===== src/rtl/char_plane_pkg.sv =====
// Shared types and constants for the character-plane write sequencer.
package char_plane_pkg;

    typedef enum logic [1:0] {
        ST_IDLE   = 2'd0,
        ST_SCROLL = 2'd1,
        ST_CLEAR  = 2'd2
    } state_e;

    localparam logic [7:0] CH_BS    = 8'h08;
    localparam logic [7:0] CH_LF    = 8'h0A;
    localparam logic [7:0] CH_FF    = 8'h0C;
    localparam logic [7:0] CH_BLANK = 8'h20;

    localparam int ROWS  = 16;
    localparam int COLS  = 64;
    localparam int ROW_W = 4;
    localparam int COL_W = 6;

endpackage


===== src/rtl/rr_arbiter2.sv =====
// Two-requester round-robin arbiter; the grant history advances only on an accepted transfer.
module rr_arbiter2 (
    input  logic clock,
    input  logic reset_n,
    input  logic inhibit_i,
    input  logic valid0_i,
    input  logic valid1_i,
    output logic ready0_o,
    output logic ready1_o,
    output logic xfer_o
);

    logic last_grant_q, last_grant_d;

    always_comb begin
        ready0_o = 1'b0;
        ready1_o = 1'b0;
        if (!inhibit_i) begin
            if (valid0_i && valid1_i) begin
                ready0_o = last_grant_q;
                ready1_o = !last_grant_q;
            end else begin
                ready0_o = valid0_i;
                ready1_o = valid1_i;
            end
        end
    end

    // Ready is only raised alongside valid, so ready alone marks a transfer.
    always_comb begin
        last_grant_d = last_grant_q;
        if (ready0_o)
            last_grant_d = 1'b0;
        else if (ready1_o)
            last_grant_d = 1'b1;
    end

    assign xfer_o = ready0_o | ready1_o;

    always_ff @(posedge clock) begin
        if (!reset_n)
            last_grant_q <= 1'b1;
        else
            last_grant_q <= last_grant_d;
    end

endmodule


===== src/rtl/char_plane_sequencer.sv =====
// Owns the character-plane write port: arbitrates two byte streams, tracks the cursor,
// handles control codes, pulses scroll and sweeps the plane blank on clear.
//
// state  | meaning
// IDLE   | accepting characters from the requesters
// SCROLL | one-cycle push_up pulse, requesters held off
// CLEAR  | row-major blanking sweep of the whole plane
module char_plane_sequencer
    import char_plane_pkg::*;
#(
    parameter int         ROWS  = char_plane_pkg::ROWS,
    parameter int         COLS  = char_plane_pkg::COLS,
    parameter int         ROW_W = char_plane_pkg::ROW_W,
    parameter int         COL_W = char_plane_pkg::COL_W,
    parameter logic [7:0] BLANK = char_plane_pkg::CH_BLANK
) (
    input  logic             clock,
    input  logic             reset_n,
    input  logic             req0_valid,
    input  logic [7:0]       req0_char,
    output logic             req0_ready,
    input  logic             req1_valid,
    input  logic [7:0]       req1_char,
    output logic             req1_ready,
    input  logic             clear_req,
    output logic             wr_en,
    output logic [ROW_W-1:0] wr_row,
    output logic [COL_W-1:0] wr_col,
    output logic [7:0]       wr_char,
    output logic             push_up,
    output logic             busy,
    output logic [ROW_W-1:0] cur_row,
    output logic [COL_W-1:0] cur_col
);

    localparam logic [ROW_W-1:0] ROW_LAST = ROW_W'(ROWS - 1);
    localparam logic [COL_W-1:0] COL_LAST = COL_W'(COLS - 1);

    state_e                   state_q, state_d;
    logic [ROW_W-1:0]         row_q, row_d;
    logic [COL_W-1:0]         col_q, col_d;
    logic [ROW_W+COL_W-1:0]   sweep_q, sweep_d;
    logic                     wr_en_q, wr_en_d;
    logic [ROW_W-1:0]         wr_row_q, wr_row_d;
    logic [COL_W-1:0]         wr_col_q, wr_col_d;
    logic [7:0]               wr_char_q, wr_char_d;

    logic                     inhibit, xfer;
    logic [7:0]               ch;
    logic [ROW_W-1:0]         sw_row;
    logic [COL_W-1:0]         sw_col;

    assign inhibit = (state_q != ST_IDLE) || clear_req;
    assign ch      = req1_ready ? req1_char : req0_char;
    assign sw_row  = sweep_q[ROW_W+COL_W-1:COL_W];
    assign sw_col  = sweep_q[COL_W-1:0];

    rr_arbiter2 u_arb (
        .clock     (clock),
        .reset_n   (reset_n),
        .inhibit_i (inhibit),
        .valid0_i  (req0_valid),
        .valid1_i  (req1_valid),
        .ready0_o  (req0_ready),
        .ready1_o  (req1_ready),
        .xfer_o    (xfer)
    );

    always_ff @(posedge clock) begin
        if (!reset_n) begin
            state_q   <= ST_IDLE;
            row_q     <= '0;
            col_q     <= '0;
            sweep_q   <= '0;
            wr_en_q   <= 1'b0;
            wr_row_q  <= '0;
            wr_col_q  <= '0;
            wr_char_q <= '0;
        end else begin
            state_q   <= state_d;
            row_q     <= row_d;
            col_q     <= col_d;
            sweep_q   <= sweep_d;
            wr_en_q   <= wr_en_d;
            wr_row_q  <= wr_row_d;
            wr_col_q  <= wr_col_d;
            wr_char_q <= wr_char_d;
        end
    end

    always_comb begin
        state_d   = state_q;
        row_d     = row_q;
        col_d     = col_q;
        sweep_d   = sweep_q;
        wr_en_d   = 1'b0;
        wr_row_d  = wr_row_q;
        wr_col_d  = wr_col_q;
        wr_char_d = wr_char_q;
        case (state_q)
            ST_IDLE: begin
                if (clear_req) begin
                    state_d = ST_CLEAR;
                    sweep_d = '0;
                end else if (xfer) begin
                    case (ch)
                        CH_LF: begin
                            col_d = '0;
                            if (row_q == ROW_LAST)
                                state_d = ST_SCROLL;
                            else
                                row_d = row_q + ROW_W'(1);
                        end
                        CH_BS: begin
                            if (col_q != '0) begin
                                col_d     = col_q - COL_W'(1);
                                wr_en_d   = 1'b1;
                                wr_row_d  = row_q;
                                wr_col_d  = col_q - COL_W'(1);
                                wr_char_d = BLANK;
                            end
                        end
                        CH_FF: begin
                            state_d = ST_CLEAR;
                            sweep_d = '0;
                        end
                        default: begin
                            wr_en_d   = 1'b1;
                            wr_row_d  = row_q;
                            wr_col_d  = col_q;
                            wr_char_d = ch;
                            if (col_q != COL_LAST) begin
                                col_d = col_q + COL_W'(1);
                            end else begin
                                col_d = '0;
                                if (row_q == ROW_LAST)
                                    state_d = ST_SCROLL;
                                else
                                    row_d = row_q + ROW_W'(1);
                            end
                        end
                    endcase
                end
            end
            ST_SCROLL: state_d = ST_IDLE;
            ST_CLEAR: begin
                wr_en_d   = 1'b1;
                wr_row_d  = sw_row;
                wr_col_d  = sw_col;
                wr_char_d = BLANK;
                // Explicit terminal compares keep non-power-of-2 geometries correct.
                if (sw_col == COL_LAST) begin
                    if (sw_row == ROW_LAST) begin
                        state_d = ST_IDLE;
                        row_d   = '0;
                        col_d   = '0;
                    end else begin
                        sweep_d = {sw_row + ROW_W'(1), {COL_W{1'b0}}};
                    end
                end else begin
                    sweep_d = {sw_row, sw_col + COL_W'(1)};
                end
            end
            default: state_d = ST_IDLE;
        endcase
    end

    always_comb begin
        push_up = (state_q == ST_SCROLL);
        busy    = (state_q != ST_IDLE);
        wr_en   = wr_en_q;
        wr_row  = wr_row_q;
        wr_col  = wr_col_q;
        wr_char = wr_char_q;
        cur_row = row_q;
        cur_col = col_q;
    end

endmodule

===== config.mk =====
export PLATFORM = sky130hd
export DESIGN_NAME = char_plane_sequencer
export DESIGN_NICKNAME = d
export VERILOG_FILES = /design/src/rtl/char_plane_pkg.sv /design/src/rtl/rr_arbiter2.sv /design/src/rtl/char_plane_sequencer.sv
export SDC_FILE = /design/constraint.sdc
export NUM_CORES = 1
export LEC_CHECK = 0
export BUFFER_PORTS_ARGS = -buffer_cell sky130_fd_sc_hd__clkbuf_2
export CORE_UTILIZATION = 45
export DETAILED_ROUTE_END_ITERATION = 12
export PLACE_DENSITY = 0.74
export SYNTH_ARGS = -nofsm -noshare
export SYNTH_HDL_FRONTEND = slang
export SYNTH_HIERARCHICAL = 1
export SYNTH_SLANG_ARGS = --single-unit

===== constraint.sdc =====
create_clock -name clock -period 3.28 [get_ports clock]
set_input_delay 0.656 -clock clock [delete_from_list [all_inputs] [get_ports clock]]
set_output_delay 0.656 -clock clock [all_outputs]
set_load 0.02 [all_outputs]

### Word level (Yosys, flattened, before mapping)

Cells that the tools add are included.

* $add $sub $neg: 5
* equality and inequality tests: 24
* muxes and demuxes: 56
* bitwise logic cells: 1
* reduce and logical (&&, ||, !) cells: 16

Operators by type and width (count)
* $mux W10: 5
* $mux W6: 8
* $mux W4: 9
* $pmux W6 S2: 3
* $mux W8: 4
* $pmux W4 S2: 4
* $pmux W8 S2: 2
* $eq A8 B4 Y1 const B: 3
* $pmux W10 S2: 1
* $pmux W6 S3: 1
* $reduce_and A5 Y1: 3
* $ne A2 B2 Y1 const B: 7
* $reduce_and A7 Y1: 2
* $add A6 B1 Y6 const B: 2
* $mux W2: 6
* $mux W1: 9
* $ne A3 B2 Y1 const B: 3
* $ne A3 B3 Y1 const B: 3
* $add A4 B1 Y4 const B: 2
* $eq A4 B4 Y1 const B: 2
* $eq A6 B6 Y1 const B: 1
* $ne A6 B6 Y1 const B: 1
* $pmux W2 S3: 1
* $reduce_bool A2 Y1: 3
* 15 further kinds: 17

* register bits: 42
* output and inout port bits: 33

### Depth between registers and ports, before layout

Gate-level depths: netlist of run 1.

* depth in word-level cells: 10
* depth in mapped cells: 16
* depth with buffers taken out: 14

### Cells and area by module

Netlist of run 1, hierarchy kept.

Modules (own cells, without submodules)
* char_plane_sequencer: instances 1, cells an instance 331, area each 2527.4 um2, sequential area each 820.8 um2
* rr_arbiter2: instances 1, cells an instance 10, area each 70.1 um2, sequential area each 20.0 um2

### Worst setup path after synthesis of run 1

No wires, ideal clock.

* kind: register to register
* from: reg state_q[0]
* to: reg row_q[3] (netlist: cur_row[3])
* setup time: 84 ps
* data arrival time: 3219 ps
* required time: 3196 ps
* slack: -24 ps
* cell stages (with the launch flop): 15
* path through: dfxtp_1 -> nor2_1 -> inv_1 -> nor2_1 -> inv_1 -> nand2b_1 -> a21oi_1 -> buf_2 -> nand2_1 -> or3_1 -> buf_6 -> a21oi_2 -> or2_2 -> or4b_4 -> o31ai_2

* cells in the longest elaborated chain, start to end: 10
* elaborated cells on any way between the ends: 24
* classes of those cells: 10 x eq/ne; 7 x mux; 1 x bitwise; 6 x reduce/logical

Ends and longest elaborated chain
* start, declared: line char_plane_sequencer.sv:39 `state_e state_q, state_d;`
* start signal, assigned: line char_plane_sequencer.sv:80 `state_q <= state_d;`
* $reduce_bool A2 Y1 *
* net busy: line char_plane_sequencer.sv:31 `output logic busy,`
* $logic_or A1 B1 Y1 *: line char_plane_sequencer.sv:53 `assign inhibit = (state_q != ST_IDLE) || clear_req;`
* net inhibit: line char_plane_sequencer.sv:48 `logic inhibit, xfer;`
* $mux W1 *: line rr_arbiter2.sv:18 `if (!inhibit_i) begin`
* net req1_ready: line char_plane_sequencer.sv:24 `output logic req1_ready,`
* $mux W8: line char_plane_sequencer.sv:54 `assign ch = req1_ready ? req1_char : req0_char;`
* $eq A8 B4 Y1: line char_plane_sequencer.sv:106 `case (ch)`
* $reduce_or A2 Y1 (no source line)
* $pmux W4 S2: line char_plane_sequencer.sv:106
* $mux W4: line char_plane_sequencer.sv:105 `end else if (xfer) begin`
* $mux W4: line char_plane_sequencer.sv:102 `if (clear_req) begin`
* $pmux W4 S2: line char_plane_sequencer.sv:100 `case (state_q)`
* end signal, assigned: line char_plane_sequencer.sv:81 `row_q <= row_d;`
* end, declared: line char_plane_sequencer.sv:40 `logic [ROW_W-1:0] row_q, row_d;`

The timed path passes the listed nets; every way through them passes the cells marked *. The select of a mux whose other input is x is not followed.
A chain may end at the register's enable or synchronous reset.

### Worst setup path in the final report of run 1

* from: reg state_q[0]
* to: reg wr_col_q[0] (netlist: wr_col[0])

* cells in the longest elaborated chain, start to end: 10
* elaborated cells on any way between the ends: 22
* classes of those cells: 8 x eq/ne; 7 x mux; 1 x bitwise; 6 x reduce/logical

Ends and longest elaborated chain
* $reduce_bool A2 Y1 *: line char_plane_sequencer.sv:53
* $logic_or A1 B1 Y1 *: line char_plane_sequencer.sv:53
* net inhibit: line char_plane_sequencer.sv:48
* $mux W1: line rr_arbiter2.sv:18
* $mux W8: line char_plane_sequencer.sv:54
* $eq A8 B4 Y1: line char_plane_sequencer.sv:106
* $reduce_or A2 Y1 (no source line)
* $pmux W6 S2: line char_plane_sequencer.sv:106
* $mux W6: line char_plane_sequencer.sv:105
* $mux W6: line char_plane_sequencer.sv:102
* $pmux W6 S2: line char_plane_sequencer.sv:100
* end signal, assigned: line char_plane_sequencer.sv:86 `wr_col_q <= wr_col_d;`
* end, declared: line char_plane_sequencer.sv:45 `logic [COL_W-1:0] wr_col_q, wr_col_d;`

Marks and branches as above.

==> results.md, run 1 <==
* Sequential share of the synthesized area at 32.4%
* Clock power share at 35.2%
* Die area at 0.00608 mm^2
* Multi-input logic area at around 0.0016 mm^2
* Tcrit/Tclk final at 94.0%
* Post-synth top cells: 48 x nand2_1, 42 x dfxtp_1, 35 x nor2_1
* Sw Ratio at between 30% and 40%
* RSZ-0062 raised after global routing: yes
* Ant diodes at 0
* I/O Buffers at 53
* Finished Layout Cells at around 470
* Max-slew violations at 0
* Slew @ Worst Pin at 0.803 ns
* DRC viols at 0
* CP arrival at about 3.3 ns
* MaxCap Viol Count at 0
* Largest cells by area after synthesis: dfxtp_1 32%, nand2_1 6.9%, nor2_1 5.1%, a21oi_1 4.8%, ha_1 3.4%
* Leak pwr at between 1 and 1.5 nW
* First-pass GRT wire length at 12.0 mm
* Vias/cell at about 6.0
* Remaining Overflow, GRT at 0
* Total number of vias at ~2800
* Root buf cell: clkbuf_8
* Peak VDD IR at between 0.2 and 0.25 mV
* FF/Latch Area at 841 um^2
* Drt pass-1 iters at 6
* Final core occ at about 56%
* Combinational share of power at a little under 20%
* Final worst slack at 0.197 ns
* Setup Fix Bufs, Post-CTS at 0
* Worst-path fanout max at 8
* Placed cells at 460
* Internal power at around 0.84 mW
* Post-DRT Antenna Nets at 0
* Hold Crit Depth at 2
* Die height at between 70 and 80 um
* Cells after Synth at between 300 and 400
* Most frequent cell after synthesis: nand2_1
* FF-to-FF End: wr_col[0]$_SDFFE_PN0P_
* Worst r2r src: state_q[0]$_SDFFE_PN0P_
* Detailed placement HPWL at between 5 and 6 mm
* Clk buf depth at 2
* Synth Flop Type: dfxtp_1
* Worst setup EP type: register
* Share of layout cells above drive strength 1 at 22.7%
* Initial antenna violation count at 0
* Layout fillers at between 500 and 600
* Post-cts gate resize count at 0
* Clk sink count at 42
* Part of the power in registers at between 40% and 50%
* Reg-to-reg setup timing slack at between 0.15 and 0.2 ns
* Hold Path Class: register to register
* Clock slew at reported path FFs at roughly 0.090 ns
* Yosys reg bits at 42
* Core Area at 0.00554 mm^2
* Nets at roughly 420
* Vias in the first global route at between 2000 and 3000
* Initial Util at a little under half
* Cell area power density at approximately 400 mW/mm^2
* H-tree depth at 2
* Avg WL per Cell at approximately 16 um
* Crit Path Class: register to register
* Syn Nets at approximately 370
* Area Overhead vs Synth at 19.2%
* Worst setup SP type: register
* Pin count of the biggest net entering global routing at 28
* FP Rows at 27
* Hold_sp: wr_char[6]$_SDFFE_PN0P_
* Chip width at between 70 and 80 um
* Fraction of registers with async set/reset at 0%
* Synth top area share at between 30% and 40%
* Worst rel slew slack at 46.3%
* Final WL at between 7 and 8 mm
* GRT Total Usage at 24.9%
* CTS tree: built
* Final hold vios at 0
* CTS Buf Count at 5
* Post-Synthesis Cell Area at 0.00260 mm^2
* Syn_area_per_cell at 7.62 um^2
* Pre-CTS WS at -0.0291 ns
* Initial DRC count at about 240
* Unique masters post-synth at 58
* Final setup vio count at 0
* EDFF count, synth at 0
* Hold Buf Count CTS at 0
* Worst skew pair latency at around 0.30 ns
* Overall Power at approximately 1.2 mW
* GP Congestion at 0.874
* WP data required at 3.52 ns
* Max Freq at about 320 MHz
* Post-synth top area cell: dfxtp_1
* Post-route minimum period at about 3 ns
* Hold path endpoint: wr_char[6]$_SDFFE_PN0P_
* Worst Skew at about 0.0038 ns
* P_sw at about 0.36 mW
* R2r worst-path depth at 14
* Status: complete, no violations
* Ys Warns at 6
* I/O pin count at between 50 and 60
==> layout by cell type, fill, tap and decap left out, types with 2 or more instances in the layout <==
cell type / instances
nand3_1: 17
xor2_1: 3
dfxtp_1: 42
xnor2_1: 4
nor2_1: 35
o211ai_1: 10
and2_1: 2
nand4_1: 4
mux2_2: 4
o21ai_0: 15
buf_4: 14
clkbuf_2: 53
or3_1: 5
nor2b_1: 2
nand2_1: 48
ha_1: 7
inv_1: 9
o31ai_1: 2
a211o_1: 3
and3_1: 4
nand2b_1: 6
clkbuf_8: 5
o22ai_1: 2
o221ai_1: 4
nor3_1: 9
mux2i_1: 4
or2_2: 4
a31oi_1: 9
a21oi_1: 24
a311oi_1: 5
nand4b_1: 3
a21o_1: 3
nor3b_1: 3
a211oi_1: 4
==> critical path, stage by stage (launching register included) <==
cell      delay [ns]
dfxtp_1         0.38
nor2_1          0.19
inv_1           0.08
nor2_1          0.13
inv_1           0.06
nand2b_1        0.19
a21oi_4         0.25
nand2_1         0.10
nor3_1          0.46
o21ai_0         0.27
inv_1           0.24
ha_1            0.29
nand2_1         0.10
o211ai_1        0.09
a21oi_1         0.19
==> state kept, by name (all words and copies together), names as in the netlist <==
| register | cells |
|---|---|
| cur_col | 6 |
| cur_row | 4 |
| state_q | 2 |
| sweep_q | 10 |
| u_arb/last_grant_q | 1 |
| wr_char | 8 |
| wr_col | 6 |
| wr_en | 1 |
| wr_row | 4 |
==> per-stage QoR <==
step	TNS [ns]	hold slack (ns)	cell area, um^2
2_1_floorplan	0	0.449	2600
3_3_place_gp	0	0.440	2960
3_5_place_dp	-0.0362	0.452	2960
4_1_cts	0	0.468	3070
5_1_grt	-0.0902	0.484	3100
6_report	0	0.462	3100
==> logic make-up (layout without fill, tap and decap cells) <==
group / Yosys count / after routing / share of synthesized area, %
muxes: 8 / 8 / 3.28
and+or+nand+nor: 150 / 150 / 28.2
adders and majority gates: 7 / 7 / 3.37
AOI/OAI and AO/OA: 97 / 97 / 25.1
xor gates and xnor gates: 7 / 7 / 2.36
DFF: 42 / 42 / 32.4
buffers and inverters: 30 / 85 / 5.35
==> area by class of cell <==
class / count / area share [%]
inverter: 10 / 1.21
multi-input combinational: 269 / 53.2
clock inverter: 2 / 1.21
timing repair buffer: 67 / 12.0
sequential: 42 / 27.2
clock buffer: 6 / 2.34
tap: 72 / 2.91
==> metal layers <==
metal / track usage [%] / routed length (um)
met4: 9.44 / 149
met2: 39.5 / 3220
met5: 0 / 0
met1: 33.3 / 3470
met3: 4.59 / 467
==> power by group through the flow <==
stage / clock network (mW) / registers, mW / logic, mW
after floorplan: 0 / 0.577 / 0.131
after global placement: 0 / 0.559 / 0.225
after detailed placement: 0 / 0.559 / 0.228
after CTS: 0.425 / 0.547 / 0.230
after global routing: 0.447 / 0.551 / 0.258
final: 0.425 / 0.548 / 0.236
==> worst max-delay path by stage <==
stage | from | slack [ns] | end
after floorplan | state_q[0]$_SDFFE_PN0P_ | 0.13 | cur_row[3]$_SDFFE_PN0P_
after global placement | clear_req | 0.1 | wr_char[3]$_SDFFE_PN0P_
after detailed placement | clear_req | -0.03 | wr_char[3]$_SDFFE_PN0P_
after CTS | state_q[0]$_SDFFE_PN0P_ | 0.11 | wr_col[0]$_SDFFE_PN0P_
after global routing | state_q[0]$_SDFFE_PN0P_ | -0.05 | wr_col[0]$_SDFFE_PN0P_
final | state_q[0]$_SDFFE_PN0P_ | 0.20 | wr_col[0]$_SDFFE_PN0P_
(Power assumes the default switching activity.)
==> inputs of run 2 (changes only) <==
==> constraint.sdc (replaced) <==
create_clock -name clock -period 2.86 [get_ports clock]
set_input_delay 0.572 -clock clock [delete_from_list [all_inputs] [get_ports clock]]
set_output_delay 0.572 -clock clock [all_outputs]
set_load 0.02 [all_outputs]
==> run 2 against run 1 <==
- via count grew 3.6%
- die area is the same
- sequential power grew 15%
- wire length grew 2.9%
- critical path depth is the same
- register-to-register slack lost 0.09 ns
- global-route usage grew 0.60 points
- cell count grew 4.9%
- clock skew grew 0.0065 ns
- flip-flop and latch count is the same
- worst setup slack lost 0.094 ns
- power grew 11%
- largest cell class unchanged
- highest routed layer unchanged
==> results.md, run 2 (synthesis gave the netlist of run 1 again) <==
* Chip width at 78.0 um (unchanged)
* Internal power at 0.903 mW (+6.9%)
* GP Congestion at 0.916 (+4.8%)
* Remaining Overflow, GRT at 0 (unchanged)
* Clk buf depth at 2 (unchanged)
* Hold_sp: wr_col[2]$_SDFFE_PN0P_
* I/O pin count at 54 (unchanged)
* Area Overhead vs Synth at 27.8%
* Worst Skew at 0.0103 ns (+0.00649 ns)
* Ant diodes at 0 (unchanged)
* Final WL at 7.52 mm (+2.9%)
* Worst skew pair latency at 0.31 ns (about the same)
* Worst setup SP type: register
* Total number of vias at 2886 (+3.6%)
* Commonest non-fill, non-tap cell in the layout: clkbuf_2
* Clk sink count at 42 (unchanged)
* CTS Buf Count at 5 (unchanged)
* Core Area at 0.00554 mm^2 (unchanged)
* Hold Crit Depth at 2 (unchanged)
* Tcrit/Tclk final at 96.4% (+2.4 points)
* DRC viols at 0 (unchanged)
* Drt pass-1 iters at 5 (-1)
* Max-slew violations at 0 (unchanged)
* CTS tree: built
* Initial DRC count at 219 (-9.1%)
* Final core occ at 59.9% (+4.0 points)
* TNS Setup at 0 ns (unchanged)
* Clock power share at 30.7% (-4.5 points)
* Slew @ Worst Pin at 0.702 ns (-0.101 ns)
* Max reg flops at 10 (unchanged)
* Initial antenna violation count at 0 (unchanged)
* Worst setup EP type: register
* Reg-to-reg setup timing slack at 0.10 ns (-0.09 ns)
* Detailed placement HPWL at 5.41 mm (+2.6%)
* Die height at 78.0 um (unchanged)
* Status: complete, no violations
* CP arrival at 2.95 ns (-0.37 ns)
* Worst-path fanout max at 10 (+2)
* FP Rows at 27 (unchanged)
* H-tree depth at 2 (unchanged)
* Leak pwr at 1.39 nW (+9.2%)
* Most frequent cells in the layout: 53 x clkbuf_2, 48 x nand2_1, 42 x dfxtp_1
* Combinational share of power at 22.3% (+2.8 points)
* First-pass GRT wire length at 12.1 mm (+0.98%)
* Die area at 0.00608 mm^2 (unchanged)
* FF-to-FF End: cur_col[4]$_SDFFE_PN0P_
* Post-route minimum period at 2.76 ns (-0.326 ns)
* Final hold vios at 0 (unchanged)
* Pre-CTS WS at -0.243 ns (-0.214 ns)
* Overall Power at 1.34 mW (+11%)
* Nets at 446 (+5.4%)
* Vias in the first global route at 2512 (-0.87%)
* MaxCap Viol Count at 0 (unchanged)
* Worst r2r src: state_q[0]$_SDFFE_PN0P_
* Cell area power density at 404 mW/mm^2 (+3.4%)
* Part of the power in registers at 46.9% (+1.6 points)
* Initial Util at 46.9% (unchanged)
* Share of layout cells above drive strength 1 at 30.3% (+7.6 points)
* Layout fillers at 510 (-5.7%)
* R2r worst-path depth at 14 (unchanged)
* Hold_ws at 0.465 ns (+0.00257 ns)
* Max Freq at 363 MHz (+12%)
* Vias/cell at 5.88 (-1.2%)
* I/O Buffers at 53 (unchanged)
* WP data required at 3.06 ns (-0.46 ns)
* Final worst slack at 0.103 ns (-0.0938 ns)
* Peak VDD IR at 0.248 mV (+18%)
* Hold path endpoint: wr_col[2]$_SDFFE_PN0P_
* Clock slew at reported path FFs at 0.09 ns (about the same)
* Hold Path Class: register to register
* P_sw at 0.437 mW (+20%)
* GRT Total Usage at 25.5% (+0.60 points)
* Worst rel slew slack at 53.0% (+6.8 points)
* Sw Ratio at 32.6% (+2.5 points)
* Avg WL per Cell at 15.3 um (-1.9%)
* Pin count of the biggest net entering global routing at 28 (unchanged)
* Root buf cell: clkbuf_8
* Final setup vio count at 0 (unchanged)
* Crit Path Class: register to register
* Register with the most flip-flops: sweep_q
* Post-DRT Antenna Nets at 0 (unchanged)
run 2: worst max-delay path by stage:
stage,endpoint,startpoint,slack (ns),depth (start not counted)
3_3_place_gp,wr_col[0]$_SDFFE_PN0P_,clear_req,-0.13,13
3_5_place_dp,wr_col[0]$_SDFFE_PN0P_,clear_req,-0.24,11
2_1_floorplan,cur_row[3]$_SDFFE_PN0P_,state_q[0]$_SDFFE_PN0P_,0.01,14
6_report,cur_col[4]$_SDFFE_PN0P_,state_q[0]$_SDFFE_PN0P_,0.10,14
5_1_grt,cur_col[4]$_SDFFE_PN0P_,state_q[0]$_SDFFE_PN0P_,-0.006,14
4_1_cts,cur_col[4]$_SDFFE_PN0P_,state_q[0]$_SDFFE_PN0P_,0.05,12
run 2: layout make-up:
type / instances / area, um^2 / share of cell area (%)
Clock buffer: 5 / 68.8 / 2.07
Clock inverter: 3 / 23.8 / 0.716
Inverter: 10 / 37.5 / 1.13
Multi-Input combinational cell: 269 / 1700 / 51.3
Sequential cell: 42 / 841 / 25.3
Tap cell: 72 / 90.1 / 2.71
Timing Repair Buffer: 90 / 556 / 16.7
run 2: layer usage:
| layer | GRT usage [%] | share of wire [%] |
|---|---|---|
| met5 | 0 | 0 |
| met1 | 33.4 | 43 |
| met3 | 5.65 | 7.5 |
| met4 | 7.96 | 1.9 |
| met2 | 41.4 | 47 |
run 2: through the flow:
stage	instance area, um^2	instances
after floorplan	2620	341
after global routing	3320	491
after detailed placement	3120	478
after CTS	3260	491
final	3320	491
after global placement	3120	478
run 2: timing repair:
item                                    CTS  global route
hold endpoints to repair                  0             0
resized for setup                         2            15
endpoints found under the setup margin   14            27
setup buffers                             5             0
pin swaps                                 0             0
hold buffers                              0             0
run 2: power groups by stage:
stage | Clock [mW] | Sequential, mW | Combinational [mW]
2_1_floorplan | 0 | 0.663 | 0.152
3_3_place_gp | 0 | 0.641 | 0.276
3_5_place_dp | 0 | 0.642 | 0.280
4_1_cts | 0.416 | 0.629 | 0.288
5_1_grt | 0.447 | 0.632 | 0.326
6_report | 0.412 | 0.629 | 0.299
run 2: critical path, stage by stage (launching register included):
cell	delay [ns]
dfxtp_1	0.34
nor2_4	0.12
inv_2	0.05
nor2_2	0.10
inv_1	0.07
nand2b_1	0.19
a21oi_4	0.22
buf_4	0.17
buf_4	0.14
o21ai_0	0.21
o211a_1	0.18
nor4_1	0.25
buf_4	0.24
nor2_1	0.05
a2111oi_0	0.33
